[src/rtl/dm_access_ctrl.sv]
// MEM-stage load/store controller on a req/ack bus: done 2 cycles after acceptance plus 1 per wait cycle, pipeline stalled until then.
// Define DM_MISALIGN_CHECK_EN to reject misaligned half/word accesses with err instead of issuing them.
module dm_access_ctrl #(
   parameter int TIMEOUT_CYC = 16,
   parameter int CNT_W       = 5
) (
   input  logic        i_clk,
   input  logic        i_reset,
   input  logic        i_req_valid,
   input  logic [2:0]  i_req_op,
   input  logic [31:0] i_req_addr,
   input  logic [31:0] i_req_wdata,
   output logic        o_stall,
   output logic [31:0] o_rdata,
   output logic        o_done,
   output logic        o_err,
   output logic        o_mem_req,
   output logic        o_mem_we,
   output logic [31:0] o_mem_addr,
   output logic [3:0]  o_mem_byteen,
   output logic [31:0] o_mem_wdata,
   input  logic [31:0] i_mem_rdata,
   input  logic        i_mem_ack
);

   localparam logic [2:0] OP_LW  = 3'b000;
   localparam logic [2:0] OP_LH  = 3'b001;
   localparam logic [2:0] OP_LHU = 3'b010;
   localparam logic [2:0] OP_LB  = 3'b011;
   localparam logic [2:0] OP_LBU = 3'b100;
   localparam logic [2:0] OP_SW  = 3'b101;
   localparam logic [2:0] OP_SH  = 3'b110;

   localparam logic [1:0] SZ_BYTE = 2'd0;
   localparam logic [1:0] SZ_HALF = 2'd1;
   localparam logic [1:0] SZ_WORD = 2'd2;

   localparam logic [CNT_W-1:0] CNT_LAST = CNT_W'(TIMEOUT_CYC - 1);

   typedef enum logic [1:0] {S_IDLE, S_REQ, S_RESP} state_t;

   state_t            r_state;
   state_t            w_next;
   logic [2:0]        r_op;
   logic [31:0]       r_addr;
   logic [31:0]       r_wdata;
   logic [31:0]       r_rdata;
   logic [CNT_W-1:0]  r_cnt;
   logic              r_err;
   logic              r_done_prev;

   logic              w_issue;
   logic              w_capture;
   logic              w_err_set;
   logic              w_misalign;
   logic              w_in_req;
   logic [1:0]        w_size;
   logic [3:0]        w_byteen;
   logic [31:0]       w_wdata_lane;
   logic [31:0]       w_rd_shift;
   logic [7:0]        w_rd_byte;
   logic [15:0]       w_rd_half;
   logic [31:0]       w_load_ext;

   function automatic logic [1:0] f_size(input logic [2:0] op);
      logic [1:0] sz;
      sz = SZ_BYTE;
      if (op == OP_LW || op == OP_SW)
         sz = SZ_WORD;
      else if (op == OP_LH || op == OP_LHU || op == OP_SH)
         sz = SZ_HALF;
      return sz;
   endfunction

`ifdef DM_MISALIGN_CHECK_EN
   always_comb begin
      w_misalign = 1'b0;
      if (f_size(i_req_op) == SZ_HALF)
         w_misalign = i_req_addr[0];
      else if (f_size(i_req_op) == SZ_WORD)
         w_misalign = (i_req_addr[1:0] != 2'b00);
   end
`else
   assign w_misalign = 1'b0;
`endif

   // The pipeline keeps presenting a finished instruction for one cycle after done; that cycle must not re-issue.
   always_comb begin
      w_next    = r_state;
      w_issue   = 1'b0;
      w_capture = 1'b0;
      w_err_set = 1'b0;
      case (r_state)
         S_IDLE: begin
            if (i_req_valid && !r_done_prev) begin
               if (w_misalign) begin
                  w_err_set = 1'b1;
               end else begin
                  w_issue = 1'b1;
                  w_next  = S_REQ;
               end
            end
         end
         S_REQ: begin
            if (i_mem_ack) begin
               w_capture = 1'b1;
               w_next    = S_RESP;
            end else if (r_cnt == CNT_LAST) begin
               w_err_set = 1'b1;
               w_next    = S_IDLE;
            end
         end
         S_RESP: begin
            w_next = S_IDLE;
         end
         default: begin
            w_next = S_IDLE;
         end
      endcase
   end

   always_ff @(posedge i_clk or negedge i_reset) begin
      if (!i_reset) begin
         r_state     <= S_IDLE;
         r_op        <= '0;
         r_addr      <= '0;
         r_wdata     <= '0;
         r_rdata     <= '0;
         r_cnt       <= '0;
         r_err       <= 1'b0;
         r_done_prev <= 1'b0;
      end else begin
         r_state     <= w_next;
         r_err       <= w_err_set;
         r_done_prev <= (r_state == S_RESP);
         if (w_issue) begin
            r_op    <= i_req_op;
            r_addr  <= i_req_addr;
            r_wdata <= i_req_wdata;
         end
         if (w_capture)
            r_rdata <= w_load_ext;
         if (r_state == S_REQ && w_next == S_REQ)
            r_cnt <= r_cnt + 1'b1;
         else
            r_cnt <= '0;
      end
   end

   assign w_size = f_size(r_op);

   always_comb begin
      w_byteen     = 4'b0000;
      w_wdata_lane = r_wdata;
      case (w_size)
         SZ_WORD: begin
            w_byteen     = 4'b1111;
            w_wdata_lane = r_wdata;
         end
         SZ_HALF: begin
            w_byteen     = r_addr[1] ? 4'b1100 : 4'b0011;
            w_wdata_lane = {2{r_wdata[15:0]}};
         end
         default: begin
            w_byteen     = 4'b0001 << r_addr[1:0];
            w_wdata_lane = {4{r_wdata[7:0]}};
         end
      endcase
   end

   assign w_rd_shift = i_mem_rdata >> {r_addr[1:0], 3'b000};
   assign w_rd_byte  = w_rd_shift[7:0];
   assign w_rd_half  = r_addr[1] ? i_mem_rdata[31:16] : i_mem_rdata[15:0];

   always_comb begin
      w_load_ext = '0;
      case (r_op)
         OP_LW:   w_load_ext = i_mem_rdata;
         OP_LH:   w_load_ext = {{16{w_rd_half[15]}}, w_rd_half};
         OP_LHU:  w_load_ext = {16'h0000, w_rd_half};
         OP_LB:   w_load_ext = {{24{w_rd_byte[7]}}, w_rd_byte};
         OP_LBU:  w_load_ext = {24'h000000, w_rd_byte};
         default: w_load_ext = '0;
      endcase
   end

   // Bus outputs are held at zero outside REQ so reset clears them without waiting for a clock.
   assign w_in_req     = (r_state == S_REQ);
   assign o_mem_req    = w_in_req;
   assign o_mem_we     = w_in_req & r_op[2] & (r_op != OP_LBU);
   assign o_mem_addr   = w_in_req ? {r_addr[31:2], 2'b00} : '0;
   assign o_mem_byteen = w_in_req ? w_byteen : 4'b0000;
   assign o_mem_wdata  = w_in_req ? w_wdata_lane : '0;

   assign o_done  = (r_state == S_RESP);
   assign o_rdata = o_done ? r_rdata : '0;
   assign o_err   = r_err;
   assign o_stall = i_reset & (w_in_req | ((r_state == S_IDLE) & i_req_valid & ~r_done_prev));

endmodule

[config.mk]
export PLATFORM = sky130hd
export DESIGN_NAME = dm_access_ctrl
export DESIGN_NICKNAME = d
export VERILOG_FILES = /design/src/rtl/dm_access_ctrl.sv
export SDC_FILE = /design/constraint.sdc
export NUM_CORES = 1
export LEC_CHECK = 0
export ABC_AREA = 1
export BUFFER_PORTS_ARGS = -buffer_cell sky130_fd_sc_hd__buf_2
export CORE_MARGIN = 3
export CORE_UTILIZATION = 45
export DETAILED_ROUTE_END_ITERATION = 8
export HOLD_SLACK_MARGIN = 0.06
export PLACE_DENSITY = 0.73
export SLEW_MARGIN = 10
export SYNTH_ARGS = -nofsm -noshare
export SYNTH_HDL_FRONTEND = slang
export SYNTH_SLANG_ARGS = --single-unit
[constraint.sdc]
create_clock -name i_clk -period 4.6 [get_ports i_clk]
set_clock_uncertainty 0.1 [all_clocks]
set_input_delay 0.69 -clock i_clk [delete_from_list [all_inputs] [get_ports i_clk]]
set_output_delay 0.69 -clock i_clk [all_outputs]
set_load 0.01 [all_outputs]
==> results.toml <==
[sta]
grt_setup_unrepaired = "no"
slew_headroom_pct = 37.1
fmax_mhz = 297
finalSetupViolCount = 0
slew_viol_final = 0
hold_violations = 0
final.min_clock_period_ns = 3.37
timing.final.crit_share_pct = 73.2
final.setup.tns_ns = 0
holdWs_ns = 0.313
worst_slew_pin_slew_ns = 0.943

[run]
drv_cap = 0

[clock_tree]
cts_tree = "done"
clk_path_buf_depth = 2
clkLatencyLatePin_ns = 0.35
cts_resized = 0
clock_sinks = 108
post_cts_buffers = 0
htreeDepth = 3
cts_inserted_buffers = 9
cts.reportedPaths.clkPinSlew_ns = 0.08
clockRootBuffer = "clkbuf_16"
hold_buffers = 0

[worst_setup_path]
critPathLaunchType = "flop"
crit_chain = "inv_2 > nand2_1 > o21ai_2 > inv_2 > nand2_2 > nand2_2 > nand2_1 > nand2_1 > inv_1 > buf_2"
crit_arrival_ns = 2.58
crit_type = "reg2out"
cpLargestDelayFamily = "simple AND/OR/NAND/NOR gates"
cpPeakStageDelay_ns = 0.50
crit_path_frequent_cell = "nand2_1"
cp_max_fo = 15
worstPathRequired_ns = 3.81
endpoint_kind = "output pin"
path_buf_inv = 4
cp_slowest_cell = "o21ai_2"

[cells_and_area]
drive_above_1_share_pct = 27.8
fill_cells = 1269
stdcell_area_sq_um = 7360
diodes = 0
area_delta_synth_final_pct = 23.0
fin_nets = 1114

[synthesis]
synth_seq_cells = 108
synth-async-reset-ratio_pct = 100
synth_compound_area_share_pct = 8.14
synth_xor_area_share_pct = 0.146
syn_inst = 834
synthFlopType = "dfrtp_1"
yosys.area.top_type = "dfrtp_1"
synth_top_area_share_pct = 45.2
ys_warn_count = 0
synth_cell_types = 30
synth_area_sq_um = 5980
synth_edf_count = 0
yosys.area_share.simple_pct = 29.5
synth_top_family_by_area = "simple AND/OR/NAND/NOR gates"
yosysSeqAreaShare_pct = 45.2
synthTopCellsByArea = "dfrtp_1 45%, nand2_1 14%, nor2_1 9.8%"
syn_area_per_cell_sq_um = 7.17
synthAdderAreaFrac_pct = 0.418
muxShareOfSynthArea_pct = 5.84

[placed_design]
place_congestion = 0.873
placed_area_sq_um = 7050
dp_hpwl_mm = 11.9
io_buffers = 205

[worst_hold_path]
hold_path.class = "in2async"

[floorplan]
fp.dieW_um = 121
core-area_sq_um = 12800
ios = 208
initial_core_util_pct = 46.6
fp.dieH_um = 121
num_rows = 41
die-area_sq_um = 14700

[global_routing]
grt_max_degree = 65
track_usage_pct = 22.3
antenna_found_initial = 3
grt_pass1_vias = 5301
overflow = 0
grt_pass1_wl_mm = 26.1

[detailed_routing]
drt-wirelength-per-cell_um = 13.7
drtIter0Drc = 320
vias_per_cell = 4.80
drt-total-wl_mm = 16.2
drc = 0
num_vias = 5692
ant_nets = 0
first_pass_iters = 5

[power]
power.leakage_nw = 4.31
power_mw = 4.94
p_per_area_nw_per_um2 = 671
vdd_ir_drop_max_v = 0.000481

[outcome]
status = "completed"
synthesized netlist by cell type (3+ instances only):
cell,count
nand2_1,225
a21oi_1,58
dfrtp_1,108
inv_2,7
buf_4,3
a21oi_2,6
inv_1,106
mux2_2,31
buf_2,17
nor2_1,156
clkbuf_1,14
buf_1,9
nand3_1,44
o21ai_0,22
or2_2,7
power by group:
| part | internal (mW) | switching, mW | total [mW] |
|---|---|---|---|
| logic | 0.925 | 1.57 | 2.49 |
| registers | 1.37 | 0.271 | 1.64 |
| clock network | 0.454 | 0.351 | 0.805 |
sequential cells by signal (all words and copies together), names as in the netlist:
register	count
o_err	1
r_cnt	5
r_done_prev	1
r_addr	32
r_state	2
r_op	3
r_wdata	32
r_rdata	32
cells by family (layout without fill, tap and decap cells):
family          Yosys count  after routing
mux                      31             31
fa+ha+maj                 2              2
simple gates            442            442
flops                   108            108
compound gates           91             91
other cells               1              2
xor+xnor                  1              1
buf+inv                 158            336
routing by layer:
metal / global-route usage, % / wire length (um) / up-vias
li1: - / - / 2891
met2: 35.4 / 7330 / 221
met4: 6.37 / 303 / 6
met3: 7.04 / 1540 / 23
met1: 29.5 / 6970 / 2551
met5: 0 / 33 / -
path summary, 6_finish.rpt:
check | startpoint | end | slack, ns | depth (start not counted)
setup / recovery | r_op[1] | o_mem_wdata[25] | 1.23 | 10
hold / removal | i_reset | r_rdata[28] | 0.31 | 1
setup reg to reg | r_addr[1] | r_rdata[8] | 1.91 | 7
hold reg to reg | r_cnt[0] | r_cnt[0] | 0.36 | 1
max in group asynchronous | i_reset | r_rdata[4] | 2.97 | 2
min in group i_clk | r_cnt[0] | r_cnt[0] | 0.36 | 1
placed cells by master (no fill, tap or decap), drive strengths merged, types with 7 or more instances in the layout:
cell,n
inv,114
buf,208
mux2,31
dfrtp,108
clkbuf,11
or2,7
o21ai,24
nand3,44
nor2,159
a21oi,64
nand2,228
per-stage QoR:
stage,util [%],worst slack (ns),cells
finish,57.4,1.23,1185
global route,57.4,0.988,1185
CTS,57.4,1.22,1185
detailed placement,55.0,1.62,1170
global placement,55.0,1.67,1170
floorplan,-,2.33,835
layout make-up:
type                    count  area [sq um]  share of cell area, %
flip-flops and latches    108          2700                   36.7
multi-input cells         569          2660                   36.1
repair buffers            208          1050                   14.3
inverters                 113           424                   5.76
clock buffers              11           253                   3.43
well taps                 172           215                   2.92
clock inverters             4          57.6                  0.782
(Power assumes the default switching activity.)
